--- src/rtl/regfile_pkg.sv ---
// Shared constants and FSM state type for the 32x8 register file
// and its bulk stream port.
package regfile_pkg;

   localparam int DATA_W   = 8;
   localparam int ADDR_W   = 5;
   localparam int NUM_REGS = 32;

   localparam logic OP_DUMP = 1'b0;
   localparam logic OP_LOAD = 1'b1;

   typedef enum logic [2:0] {
      ST_IDLE,
      ST_FETCH,
      ST_SEND,
      ST_LOAD,
      ST_DONE
   } state_t;

endpackage

--- src/rtl/regfile_stream_port.sv ---
// Bulk DUMP/LOAD front end driving the register file ports
// on behalf of a valid/ready byte-stream agent.
module regfile_stream_port #(
   parameter int DATA_W   = regfile_pkg::DATA_W,
   parameter int ADDR_W   = regfile_pkg::ADDR_W,
   parameter int NUM_REGS = regfile_pkg::NUM_REGS
) (
   input  logic              clk,
   input  logic              rst_n,
   input  logic              cmd_valid,
   output logic              cmd_ready,
   input  logic              cmd_op,
   input  logic [ADDR_W-1:0] cmd_base,
   input  logic [ADDR_W:0]   cmd_count,
   output logic [ADDR_W-1:0] rf_raddr,
   input  logic [DATA_W-1:0] rf_rdata,
   output logic [ADDR_W-1:0] rf_waddr,
   output logic [DATA_W-1:0] rf_wdata,
   output logic              rf_we,
   output logic              dout_valid,
   input  logic              dout_ready,
   output logic [DATA_W-1:0] dout_data,
   output logic              dout_last,
   input  logic              din_valid,
   output logic              din_ready,
   input  logic [DATA_W-1:0] din_data,
   output logic              busy,
   output logic              done
);
   import regfile_pkg::*;

   localparam logic [ADDR_W:0] MAX_CNT = (ADDR_W+1)'(NUM_REGS);
   localparam logic [ADDR_W:0] ONE     = (ADDR_W+1)'(1);

   state_t              state;
   logic [ADDR_W-1:0]   addr;
   logic [ADDR_W:0]     rem;
   logic [ADDR_W-1:0]   raddr_q;
   logic [ADDR_W:0]     cnt_clamp;
   logic                in_load;

   assign cnt_clamp = (cmd_count > MAX_CNT) ? MAX_CNT : cmd_count;
   assign in_load   = (state == ST_LOAD);

   assign cmd_ready  = (state == ST_IDLE);
   assign busy       = (state != ST_IDLE);
   assign done       = (state == ST_DONE);
   assign dout_valid = (state == ST_SEND);

   // Read address tracks addr only during FETCH so the register
   // file sees a stable A1 the rest of the time.
   assign rf_raddr = (state == ST_FETCH) ? addr : raddr_q;

   // Gate with rst_n so a reset edge never commits a stray write.
   assign din_ready = in_load & rst_n;
   assign rf_we     = din_ready & din_valid;
   assign rf_waddr  = in_load ? addr : '0;
   assign rf_wdata  = in_load ? din_data : '0;

   always_ff @(posedge clk) begin
      if (!rst_n) begin
         state     <= ST_IDLE;
         addr      <= '0;
         rem       <= '0;
         raddr_q   <= '0;
         dout_data <= '0;
         dout_last <= 1'b0;
      end else begin
         unique case (state)
            ST_IDLE: begin
               if (cmd_valid) begin
                  addr <= cmd_base;
                  rem  <= cnt_clamp;
                  if (cnt_clamp == '0)
                     state <= ST_DONE;
                  else if (cmd_op == OP_LOAD)
                     state <= ST_LOAD;
                  else
                     state <= ST_FETCH;
               end
            end
            ST_FETCH: begin
               raddr_q   <= addr;
               dout_data <= rf_rdata;
               dout_last <= (rem == ONE);
               state     <= ST_SEND;
            end
            ST_SEND: begin
               if (dout_ready) begin
                  rem   <= rem - ONE;
                  addr  <= addr + 1'b1;
                  state <= (rem == ONE) ? ST_DONE : ST_FETCH;
               end
            end
            ST_LOAD: begin
               if (din_valid) begin
                  rem  <= rem - ONE;
                  addr <= addr + 1'b1;
                  if (rem == ONE)
                     state <= ST_DONE;
               end
            end
            ST_DONE: begin
               state <= ST_IDLE;
            end
            default: begin
               state <= ST_IDLE;
            end
         endcase
      end
   end

endmodule

--- config.mk ---
export PLATFORM = sky130hd
export DESIGN_NAME = regfile_stream_port
export DESIGN_NICKNAME = d
export VERILOG_FILES = /design/src/rtl/regfile_pkg.sv /design/src/rtl/regfile_stream_port.sv
export SDC_FILE = /design/constraint.sdc
export NUM_CORES = 1
export LEC_CHECK = 0
export CAP_MARGIN = 5
export CORE_ASPECT_RATIO = 0.8
export CORE_MARGIN = 4
export CORE_UTILIZATION = 46
export CTS_CLUSTER_DIAMETER = 120
export CTS_CLUSTER_SIZE = 25
export DETAILED_ROUTE_END_ITERATION = 8
export GPL_TIMING_DRIVEN = 0
export HOLD_SLACK_MARGIN = 0.1
export MAX_ROUTING_LAYER = met4
export PLACE_DENSITY = 0.95
export SKIP_CTS_REPAIR_TIMING = 1
export SLEW_MARGIN = 40
export SYNTH_ARGS = -nofsm -noshare
export SYNTH_HDL_FRONTEND = slang
export SYNTH_SLANG_ARGS = --single-unit
--- constraint.sdc ---
create_clock -name clk -period 2.4 [get_ports clk]
set_input_delay 0.48 -clock clk [delete_from_list [all_inputs] [get_ports clk]]
set_output_delay 0.48 -clock clk [all_outputs]
set_load 0.1 [all_outputs]
## After elaboration in Yosys (flattened, before gate mapping)

Index checks and enable logic that the tools add are counted.

| word-level totals | value |
|---|---|
| flip-flop bits (word level) | 28 |
| word-level logic and storage cells | 46 |

| operators by class | value |
|---|---|
| $add $sub $neg | 2 |
| magnitude comparators | 1 |
| equal/unequal tests | 9 |
| muxes and demuxes | 20 |
| bitwise gates (word level) | 2 |
| reduce and logical (&&, ||, !) cells | 6 |

Operators with widths:

| kind | number |
|---|---|
| 2-to-1 mux 5 bit | 5 |
| 2-to-1 mux 6 bit | 4 |
| 2-to-1 mux 3 bit | 6 |
| case mux 6 bit (3 select lines) | 1 |
| case mux 5 bit (3 select lines) | 1 |
| case mux 3 bit (4 select lines) | 1 |
| 2-to-1 mux 8 bit | 1 |
| AND reduction 4 bit | 2 |
| equality test 3 x 2 -> 1 bit (second input constant) | 2 |
| equality test 6 x 1 -> 1 bit (second input constant) | 1 |
| greater-than comparator 6 bit (second input constant) | 1 |
| logical NOT 6 bit | 1 |
| nonzero test 3 bit | 2 |
| subtractor 6 x 1 -> 6 bit (second input constant) | 1 |
| adder 5 x 1 -> 5 bit (second input constant) | 1 |
| != test 2 x 1 -> 1 bit (second input constant) | 2 |
| != test 2 bit (second input constant) | 2 |
| equality test 3 x 1 -> 1 bit (second input constant) | 1 |
| equality test 3 bit (second input constant) | 1 |
| logical NOT 3 bit | 1 |
| AND 1 bit | 2 |
| 2-to-1 mux 2 bit | 1 |

## Longest topological paths before layout

| logic depth | value |
|---|---|
| word-level depth | 6 |
| depth in mapped cells | 6 |

## Least setup slack after synthesis

No wires, ideal clock.

| path | value |
|---|---|
| path kind | register to output |
| start point | reg state[1] |
| end point | out rf_we |
| data arrival time | 3.023 ns |
| required time | 1.920 ns |
| path slack | -1.103 ns |
| stages on the path, launching flop included | 6 |
| cell sequence | dfxtp_1 > buf_2 > nor2b_1 > nand2_1 > nor2_1 > and2_1 |

| between the ends | value |
|---|---|
| longest elaborated chain between the ends | 3 |

RTL lines:

| what | RTL line | source |
|---|---|---|
| start: declaration | regfile_stream_port.sv:35 | `state_t state;` |
| start signal: assignment | regfile_stream_port.sv:92 | `state <= (rem == ONE) ? ST_DONE : ST_FETCH;` |
| equality test 3 x 2 -> 1 bit | regfile_stream_port.sv:43 | `assign in_load = (state == ST_LOAD);` |
| AND 1 bit | regfile_stream_port.sv:55 | `assign din_ready = in_load & rst_n;` |
| via din_ready | regfile_stream_port.sv:25 | `output logic din_ready,` |
| AND 1 bit | regfile_stream_port.sv:56 | `assign rf_we = din_ready & din_valid;` |
| end: declaration | regfile_stream_port.sv:19 | `output logic rf_we,` |

The timed path passes the listed nets, and every way through them passes these cells.

## Worst setup path in the final report

| path | value |
|---|---|
| start point | reg state[0] |
| end point | out rf_wdata[1] |

| between the ends | value |
|---|---|
| longest elaborated chain between the ends | 2 |

RTL lines:

| what | RTL line | source |
|---|---|---|
| equality test 3 x 2 -> 1 bit | regfile_stream_port.sv:43 |  |
| 2-to-1 mux 8 bit | regfile_stream_port.sv:58 | `assign rf_wdata = in_load ? din_data : '0;` |
| end: declaration | regfile_stream_port.sv:18 | `output logic [DATA_W-1:0] rf_wdata,` |

Every way passes these cells.

==> flow_summary_export.csv <==
group,metric,value,unit
outcome,status,"finished, final reports clean",
synthesis,yosysUniqueCellTypes,42,
cells_and_area,drive_gt1_share,23.5,%
drt,wl_per_cell,14.2,microns
sta,post-route-period-util,98.1,%
cells_and_area,antenna_cells,0,
cells_and_area,area_delta_synth_final,44.0,%
floorplan,start_util,49.1,%
sta,hold_viol,0,
grt,antenna_found_initial,0,
drt,vias,1694,
pwr,p_sw_share,44.4,%
grt,grt_overflow,0,
setup_path,cp_slowest_cell,"dfxtp_1",
drt,drtAntennaViolNets,0,
cts,cts_buffers,3,
pwr,p_int,0.00101,W
pwr,vdd_ir_drop_max,0.000678,V
setup_path,crit_path_max_incr_delay,0.41,ns
synthesis,ys_warn_count,0,
placement,post-place-ws,0.0172,ns
grt,grt_pass1_vias,1575,
cts,clk-insertion-delay-late,0.27,ns
job,cap_violations,0,
pwr,combPwrFrac,47.8,%
setup_path,path_buf_inv,3,
setup_path,start_kind,"flop",
synthesis,syn_inst,195,
hold_path,hold_path_class,"flop to flop",
cells_and_area,nets,301,
synthesis,synth_area_per_cell,8.00,sq um
setup_path,cp_common_cell,"clkbuf_1",
synthesis,yosysSeqAreaShare,35.9,%
sta,layout_min_cycle_time,2.35,ns
synthesis,synth_edf_count,0,
sta,fin_skew,0.00312,ns
setup_path,critPathKind,"flop to primary output",
floorplan,core,3180,sq um
drt,viasPerCell,5.57,
pwr,leakagePower,0.991,nW
setup_path,crit_chain,"clkbuf_1, clkbuf_1, and3_1, clkbuf_4",
synthesis,ys_ff_latch,28,
cts,cts.sinks,28,
cells_and_area,final_common_cell,"nand2_1",
placement,place.port_buffers,65,
sta,relSlewSlack,55.8,%
grt,grt_max_degree,17,
placement,gp_congestion,0.851,
placement,dp_hpwl,3.22,mm
sta,maxSlewViolCount,0,
cells_and_area,final_core_utilization,70.8,%
pwr,finalPower,0.00181,W
cts,tritoncts,"built",
cts,htreeDepth,1,
cts,path_clk_slew,0.10,ns
pwr,p_per_area,804,nW/um^2
sta,max_clock_freq,425,MHz
sta,layout_setup_ws,0.0452,ns
setup_path,endpoint_kind,"primary output",
drt,drt_iter0_drc,188,
cts,cts_buffer_depth,2,
cells_and_area,final_cell_mix,"nand2_1 (33), clkdlybuf4s50_1 (32), dfxtp_1 (27), a21oi_1 (20), buf_2 (19)",
synthesis,synthFlopType,"dfxtp_1",
sta,rsz0062_at_grt,"yes",
sta,worst_pin_slew,0.661,ns
drt,wirelength,4.31,mm
pwr,clkPwrFrac,20.6,%
cts,cts_root_buf,"clkbuf_8",
grt,grt.total_usage,20.8,%
setup_path,cp.required,1.92,ns
synthesis,synthesis.area,1560,sq um
setup_path,arrival,1.87,ns
cells_and_area,nFillCells,245,
grt,grt_pass1_wl,7.00,mm
floorplan,die_w,73.1,microns
floorplan,die_h,60.1,microns
synthesis,ys_async_sr_fraction,0,%
setup_path,critical-path-top-delay-family,"buffers and inverters",
floorplan,die_area,4390,sq um
floorplan,pin_count,66,
floorplan,rows,18,
synthesis,syn_nets,231,
pwr,power.share.sequential,31.7,%
drt,drc,0,
drt,first_pass_iters,4,
setup_path,cp_max_fo,10,
sta,setup_viol,0,
pwr,p_switching,0.000802,W
[area by class of cell]
| cell class | instances | area, sq um | share of cell area, % |
|---|---|---|---|
| plain buffers | 14 | 81.3 | 3.62 |
| multi-input cells | 146 | 910 | 40.5 |
| clock buffers | 3 | 41.3 | 1.84 |
| inverters | 7 | 30.0 | 1.34 |
| flip-flops and latches | 28 | 562 | 25.0 |
| clock inverters | 1 | 30.0 | 1.34 |
| well taps | 40 | 50.0 | 2.23 |
| repair buffers | 65 | 543 | 24.2 |
[power groups by stage]
| stage | combinational, W | sequential [W] | clock, W |
|---|---|---|---|
| after floorplan | 0.000567 | 0.000670 | 0 |
| after global placement | 0.000872 | 0.000580 | 0 |
| after detailed placement | 0.000842 | 0.000582 | 0 |
| after CTS | 0.000846 | 0.000571 | 0.000375 |
| after global routing | 0.000924 | 0.000582 | 0.000393 |
| final | 0.000863 | 0.000573 | 0.000372 |
[layer usage]
metal	vias to the layer above	part of all wire [%]	GRT usage (%)
li1	830	-	-
met3	4	10	5.71
met1	771	42	25.6
met5	-	0	-
met4	0	1.1	7.11
met2	89	47	32.7
[worst reg2reg max path: cells and delay by family, from the launching register on]
kind                   cells  cell delay (ns)
flip-flops                 1             0.42
multiplexers               1             0.39
AO/OA/AOI/OAI              2             0.39
buffers and inverters      1             0.25
AND/OR/NAND/NOR            1             0.08
[registers in the layout, summed over array words and instances, names as in the netlist]
signal,count
state,3
addr,5
rem,6
raddr_q,5
dout_last,1
dout_data,8
[cells in the mapped netlist (2+ instances only)]
library cell	n	share of area, %
nand2_1	33	7.9
dfxtp_1	28	36
a21oi_1	20	6.4
and3_1	15	6.0
and2_1	7	2.8
inv_1	7	1.7
nor2_1	7	1.7
clkbuf_1	6	1.4
buf_2	5	1.6
mux2_2	5	3.6
nand3_1	5	1.6
nor3_1	5	1.6
o21ai_0	5	1.6
o32ai_1	5	2.8
a21o_1	4	1.9
nor3b_1	4	1.9
ha_1	3	2.4
o31a_1	3	1.7
buf_6	2	1.4
nor4_1	2	0.80
o22ai_1	2	0.80
or3_1	2	0.80
[path summary, 6_finish.rpt]
kind                                    from           end  slack (ns)  cells past startpoint
worst max register to register      state[1]        rem[1]        0.79                      5
worst min-delay path            dout_data[2]  dout_data[2]        0.46                      2
worst min register to register  dout_data[2]  dout_data[2]        0.46                      2
worst max-delay path                state[0]   rf_wdata[1]        0.05                      4
[stage by stage]
| stage | instances | cell area [sq um] | hold slack (ns) | setup TNS, ns |
|---|---|---|---|---|
| after floorplan | 195 | 1570 | 0.459 | -0.0224 |
| after global placement | 300 | 2270 | 0.441 | -10.14 |
| after detailed placement | 300 | 2110 | 0.444 | 0 |
| after CTS | 304 | 2180 | 0.457 | -1.57 |
| after global routing | 304 | 2250 | 0.479 | -0.929 |
| final | 304 | 2250 | 0.458 | 0 |
[kinds of logic (layout without fill, tap and decap cells)]
family,after synthesis,in the layout,synth area share (%)
compound gates,47,47,20.0
buf+inv,21,90,6.42
simple gates,89,89,30.1
flops,28,28,35.9
fa+ha+maj,3,3,2.41
mux,7,7,5.21
No activity file was read; power rests on OpenSTA's default activity.
